## config.mk

```make
export PLATFORM = sky130hd
export DESIGN_NAME = code_emit
export DESIGN_NICKNAME = d
export VERILOG_FILES = /design/src/rtl/code_pkg.sv /design/src/rtl/code_emit_gap_counter.sv /design/src/rtl/code_emit.sv
export SDC_FILE = /design/constraint.sdc
export NUM_CORES = 1
export LEC_CHECK = 0
export CAP_MARGIN = 15
export CORE_MARGIN = 4
export CORE_UTILIZATION = 43
export CTS_CLUSTER_DIAMETER = 30
export DETAILED_ROUTE_END_ITERATION = 10
export GPL_ROUTABILITY_DRIVEN = 0
export GPL_TIMING_DRIVEN = 0
export PLACE_DENSITY = 0.68
export REMOVE_ABC_BUFFERS = 1
export SETUP_SLACK_MARGIN = 0.1
export SYNTH_ARGS = -nofsm -noshare
export SYNTH_HDL_FRONTEND = slang
export SYNTH_SLANG_ARGS = --single-unit
```

## constraint.sdc

```tcl
create_clock -name clk -period 2.1 [get_ports clk]
set_clock_uncertainty 0.15 [all_clocks]
set_input_delay 0.315 -clock clk [delete_from_list [all_inputs] [get_ports clk]]
set_output_delay 0.315 -clock clk [all_outputs]
set_load 0.01 [all_outputs]
```

## src/rtl/code_pkg.sv

```systemverilog
// Shared constants for the BIAS code emitter and its matching checker.
// Holds the FSM state type and the digit table, most-significant first.
package code_pkg;

  localparam int DIGIT_W  = 4;
  localparam int BIAS_LEN = 2;

  typedef enum logic [1:0] {
    ST_IDLE,
    ST_SEND,
    ST_GAP,
    ST_FIN
  } emit_state_t;

  // Entries past the BIAS code read as zero for longer sequences.
  function automatic logic [DIGIT_W-1:0] bias_digit(
    input int unsigned i
  );
    logic [DIGIT_W-1:0] d;
    case (i)
      0:       d = 4'd2;
      1:       d = 4'd9;
      default: d = 4'd0;
    endcase
    return d;
  endfunction

endpackage

```

## src/rtl/code_emit_gap_counter.sv

```systemverilog
// Loadable down-counter that times the idle gap between digits.
// Stops at zero; zero flag is a decode of the count register.
module gap_counter #(
  parameter int W = 4
) (
  input  logic         clk,
  input  logic         reset,
  input  logic         load,
  input  logic         en,
  input  logic [W-1:0] load_val,
  output logic         zero
);

  logic [W-1:0] cnt;

  always_ff @(posedge clk or posedge reset) begin
    if (reset) begin
      cnt <= '0;
    end else if (load) begin
      cnt <= load_val;
    end else if (en && !zero) begin
      cnt <= cnt - W'(1);
    end
  end

  assign zero = (cnt == '0);

endmodule

```

## src/rtl/code_emit.sv

```systemverilog
// Emits the BIAS code digits over a valid/ready link.
// Digits are separated by GAP_CYCLES idle cycles; DONE pulses at the end.
module code_emit
  import code_pkg::*;
#(
  parameter int GAP_CYCLES = 3,
  parameter int NUM_DIGITS = 2
) (
  input  logic         clk,
  input  logic         reset,
  input  logic         START,
  input  logic         READY,
  output logic [3:0]   DIGIT,
  output logic         VALID,
  output logic         BUSY,
  output logic         DONE
);

  localparam int IW =
    (NUM_DIGITS > 1) ? $clog2(NUM_DIGITS) : 1;
  localparam logic [IW-1:0] LAST =
    IW'(NUM_DIGITS - 1);
  // Counter holds remaining gap cycles minus one.
  localparam logic [3:0] GAP_LOAD =
    (GAP_CYCLES == 0) ? 4'd0 : 4'(GAP_CYCLES - 1);

  emit_state_t   state, state_d;
  logic [IW-1:0] idx, idx_d;
  logic          gap_load, gap_en, gap_zero;

  logic [DIGIT_W-1:0] digit_q;
  logic               valid_q, busy_q, done_q;

  gap_counter #(.W(4)) u_gap (
    .clk      (clk),
    .reset    (reset),
    .load     (gap_load),
    .en       (gap_en),
    .load_val (GAP_LOAD),
    .zero     (gap_zero)
  );

  always_comb begin
    state_d  = state;
    idx_d    = idx;
    gap_load = 1'b0;
    gap_en   = 1'b0;
    unique case (state)
      ST_IDLE: begin
        if (START) begin
          state_d = ST_SEND;
          idx_d   = '0;
        end
      end
      ST_SEND: begin
        if (READY) begin
          if (idx == LAST) begin
            state_d = ST_FIN;
          end else begin
            idx_d = idx + IW'(1);
            if (GAP_CYCLES == 0) begin
              state_d = ST_SEND;
            end else begin
              state_d  = ST_GAP;
              gap_load = 1'b1;
            end
          end
        end
      end
      ST_GAP: begin
        if (gap_zero) begin
          state_d = ST_SEND;
        end else begin
          gap_en = 1'b1;
        end
      end
      ST_FIN: begin
        state_d = ST_IDLE;
        idx_d   = '0;
      end
      default: begin
        state_d = ST_IDLE;
        idx_d   = '0;
      end
    endcase
  end

  // Outputs are flopped from the next-state view so
  // they line up with the state register.
  always_ff @(posedge clk or posedge reset) begin
    if (reset) begin
      state   <= ST_IDLE;
      idx     <= '0;
      valid_q <= 1'b0;
      digit_q <= '0;
      busy_q  <= 1'b0;
      done_q  <= 1'b0;
    end else begin
      state   <= state_d;
      idx     <= idx_d;
      valid_q <= (state_d == ST_SEND);
      digit_q <= (state_d == ST_SEND)
               ? bias_digit(32'(idx_d)) : '0;
      busy_q  <= (state_d != ST_IDLE);
      done_q  <= (state_d == ST_FIN);
    end
  end

  assign DIGIT = digit_q;
  assign VALID = valid_q;
  assign BUSY  = busy_q;
  assign DONE  = done_q;

endmodule

```

==> flow_metrics.env <==
export IMPL_status="completed"
export IMPL_final_antenna_net_count=0
export IMPL_met1_grt_util_pct=13.29
export IMPL_clkSinkCount=12
export IMPL_multi_input_area_sq_um=285.3
export IMPL_number_of_cell_rows=13
export IMPL_postCtsSetupBuffers=0
export IMPL_post_cts_sizing_count=0
export IMPL_worst_ir_drop_vdd_v=0.0006028
export IMPL_gr_max_usage_layer="met2"
export IMPL_detailedRoute_firstIterationViolations=7
export IMPL_via_count_of_the_routed_design=455
export IMPL_cp_end_kind="output port"
export IMPL_cpMaxStageDelayCell="clkdlybuf4s50_1"
export IMPL_global_route_overflow_total=0
export IMPL_critical_path_top_delay_family="buffers and inverters"
export IMPL_clock_slew_seen_by_the_registers_of_the_worst_setup_and_hold_paths_ns=0.08
export IMPL_synth_seq_cells=12
export IMPL_hpwl_um=790.9
export IMPL_multiplexer_fraction_of_the_synthesized_cell_area_pct=6.312
export IMPL_cts_hold_repair_buffers=0
export IMPL_leakage_nw=0.3499
export IMPL_final_util_pct=55.24
export IMPL_areaGrowthSynthToFinish_pct=17.55
export IMPL_timing_critical_path_buf_inv=1
export IMPL_critical_path_reg2reg_startpoint="u_gap.cnt[0]"
export IMPL_timing_critical_path_fanout_max=1
export IMPL_viasPerCell=5.353
export IMPL_timing_worst_setup_path_type="flop to output port"
export IMPL_floorplan_die_area_sq_mm=0.002154
export IMPL_via_count_of_the_first_global_routing_pass=428
export IMPL_num_nets_final=76
export IMPL_final_seq_area_sq_um=300.3
export IMPL_pre_antenna_drt_iters=4
export IMPL_intPower_mw=0.6759
export IMPL_critical_path_cell_chain="clkdlybuf4s50_1"
export IMPL_root_buffer="clkbuf_4"
export IMPL_synthDominantAreaCellType="dfrtp_1"
export IMPL_insertion_delay_ns=0.27
export IMPL_netlist_top_cells_area="dfrtp_1 47%, mux2i_1 6.3%, nand2b_1 3.9%, buf_4 3.6%, o21ai_0 3.2%"
export IMPL_floorplan_die_height_um=46.41
export IMPL_cpPeakStageDelay_ns=0.54
export IMPL_finalWorstPathRequiredPeriod_ns=1.614
export IMPL_synth_compound_area_share_pct=10.65
export IMPL_synth_top_cell_area_share_pct=47.34
export IMPL_post_synth_xor_area_fraction_pct=0
export IMPL_boundaryPins=11
export IMPL_power_frac_clock_pct=17.6
export IMPL_synth_area_sq_um=634.4
export IMPL_hold_removal_path_class="input pin to asynchronous set/reset pin"
export IMPL_drive_gt1_share_pct=11.43
export IMPL_fmax_ghz=0.6196
export IMPL_count_of_yosys_warnings_during_synthesis=0
export IMPL_grt_setup_unrepaired="no"
export IMPL_yosys_cell_types_count=28
export IMPL_slew_viol_final=0
export IMPL_sequential_share_of_power_pct=42.9
export IMPL_synth_fa_ha_area_share_pct=1.972
export IMPL_global_route_usage_total_pct=12.29
export IMPL_worstSetupStartpointType="flop"
export IMPL_global_route_wire_length_before_repair_mm=1.752
export IMPL_netSwitchingPower_mw=0.3736
export IMPL_power_switching_fraction_pct=35.59
export IMPL_port_buffers=9
export IMPL_cellPowerDensity_mw_per_mm2=1407
export IMPL_critPathRequiredTime_ns=1.63
export IMPL_num_antenna_cells=0
export IMPL_synth_cells=61
export IMPL_grt_start_max_net_pins=15
export IMPL_hold_fails_final_rpt=0
export IMPL_nFillCells=130
export IMPL_placeableCoreArea_sq_mm=0.001350
export IMPL_comb_power_share_pct=39.6
export IMPL_initial_core_util_pct=46.99
export IMPL_layout_worst_path_cycle_share_pct=76.86
export IMPL_use_met3_pct=2.344
export IMPL_timing_setup_tns_ns=0
export IMPL_gr_usage_met2_pct=20.33
export IMPL_setup_viol=0
export IMPL_setup_worst_path_start="BUSY"
export IMPL_htree_num_levels=1
export IMPL_clock_tree_buffer_depth=2
export IMPL_yosys_area_share_simple_pct=25.44
export IMPL_finalWirelength_mm=1.060
export IMPL_yosysSeqAreaShare_pct=47.34
export IMPL_wl_per_cell_um=12.47
export IMPL_drc=0
export IMPL_max_cap_violations=0
export IMPL_numCtsBuffers=3
export IMPL_cts_tree="yes"
export IMPL_die_width_um=46.41
export IMPL_synth_top_family_by_area="simple AND/OR/NAND/NOR gates"
export IMPL_postSynthAreaPerCell_sq_um=10.40
export IMPL_grt_antenna_before_repair=0
export IMPL_worst_endpoint_arrival_ns=1.15
==> worst paths after layout <==
kind	to	slack [ns]	depth (start not counted)
setup / recovery	BUSY	0.49	1
hold / removal	VALID	0.19	2
setup reg to reg	DIGIT[0]	0.61	5
hold reg to reg	u_gap.cnt[0]	0.38	1
max in group asynchronous	u_gap.cnt[1]	1.30	2
min in group clk	u_gap.cnt[0]	0.38	1
==> placed cells by master (no fill, tap or decap), types with 2 or more instances in the layout <==
cell type,synthesis,layout
nand2_1,2,2
dfrtp_1,12,12
nor2_1,4,4
nor2b_1,2,2
clkbuf_4,0,3
a21oi_1,2,2
inv_1,4,4
and3_1,3,3
clkdlybuf4s50_1,0,9
o21ai_0,4,4
nand2b_1,4,4
mux2i_1,4,4
==> synth_stat cells <==
master and instances:
a211o_1 1, nor3_1 1, nor2_1 4, buf_6 1, ha_1 1, buf_4 3
and2_1 1, a211oi_1 1, nor4_2 1, mux2i_1 4, nand2_1 2, nand4bb_1 1
a21boi_1 1, o21bai_1 1, inv_1 4, a21oi_1 2, nor3b_2 1, nand2b_1 4
nand3b_1 1, or2_2 1, o21ai_0 4, conb_1 1, nor2b_2 1, and3_1 3
nor2b_1 2, and4bb_1 1, dfrtp_1 12, o22ai_1 1
==> kinds of logic after synthesis <==
logic type,after synthesis
AND/OR/NAND/NOR,24
flip-flops,12
AO/OA/AOI/OAI,11
buffers and inverters,8
multiplexers,4
adder cells (fa/ha/maj),1
other,1
==> final cells by class <==
type / instances / area share (%)
tap: 15 / 2.517
sequential: 12 / 40.27
clock buffer: 4 / 4.866
inverter: 4 / 2.013
multi-input combinational: 41 / 38.26
timing repair buffer: 9 / 12.08
==> state kept, by name (all words and copies together) (netlist names) <==
signal     flops
DIGIT          2
DONE           1
BUSY           1
state          2
VALID          1
idx            1
u_gap.cnt      4
==> through the flow <==
stage	std cells	setup WS (ns)	hold WS, ns	power [mW]	area, sq um
after floorplan	57	0.7288	0.02970	0.7108	600.6
after global placement	81	0.3931	0.3672	0.8583	709.4
after detailed placement	81	0.4027	0.3739	0.8734	709.4
after CTS	85	0.4737	0.2146	1.057	745.7
after global routing	85	0.4209	0.2349	1.135	745.7
final	85	0.4860	0.1933	1.050	745.7
==> worst register-to-register path, stage by stage, from the launching register on <==
cell and delay, ns:
dfrtp_1 0.40, inv_1 0.06, ha_1 0.22, nor3b_2 0.17, nand2b_1 0.19, and3_1 0.20
==> power by group through the flow <==
| stage | sequential (mW) | clock [mW] | combinational (mW) |
|---|---|---|---|
| after floorplan | 0.446 | 0 | 0.264 |
| after global placement | 0.448 | 0 | 0.410 |
| after detailed placement | 0.451 | 0 | 0.422 |
| after CTS | 0.447 | 0.187 | 0.424 |
| after global routing | 0.465 | 0.201 | 0.470 |
| final | 0.450 | 0.184 | 0.415 |
==> per-layer routing <==
layer | part of all wire (%) | wire length [um] | vias up
met1 | 48 | 509 | 211
li1 | - | - | 224
met3 | 7.1 | 75 | 4
met4 | 2.9 | 31 | 0
met5 | 0 | 0 | -
met2 | 42 | 443 | 16
(Power assumes the default switching activity.)
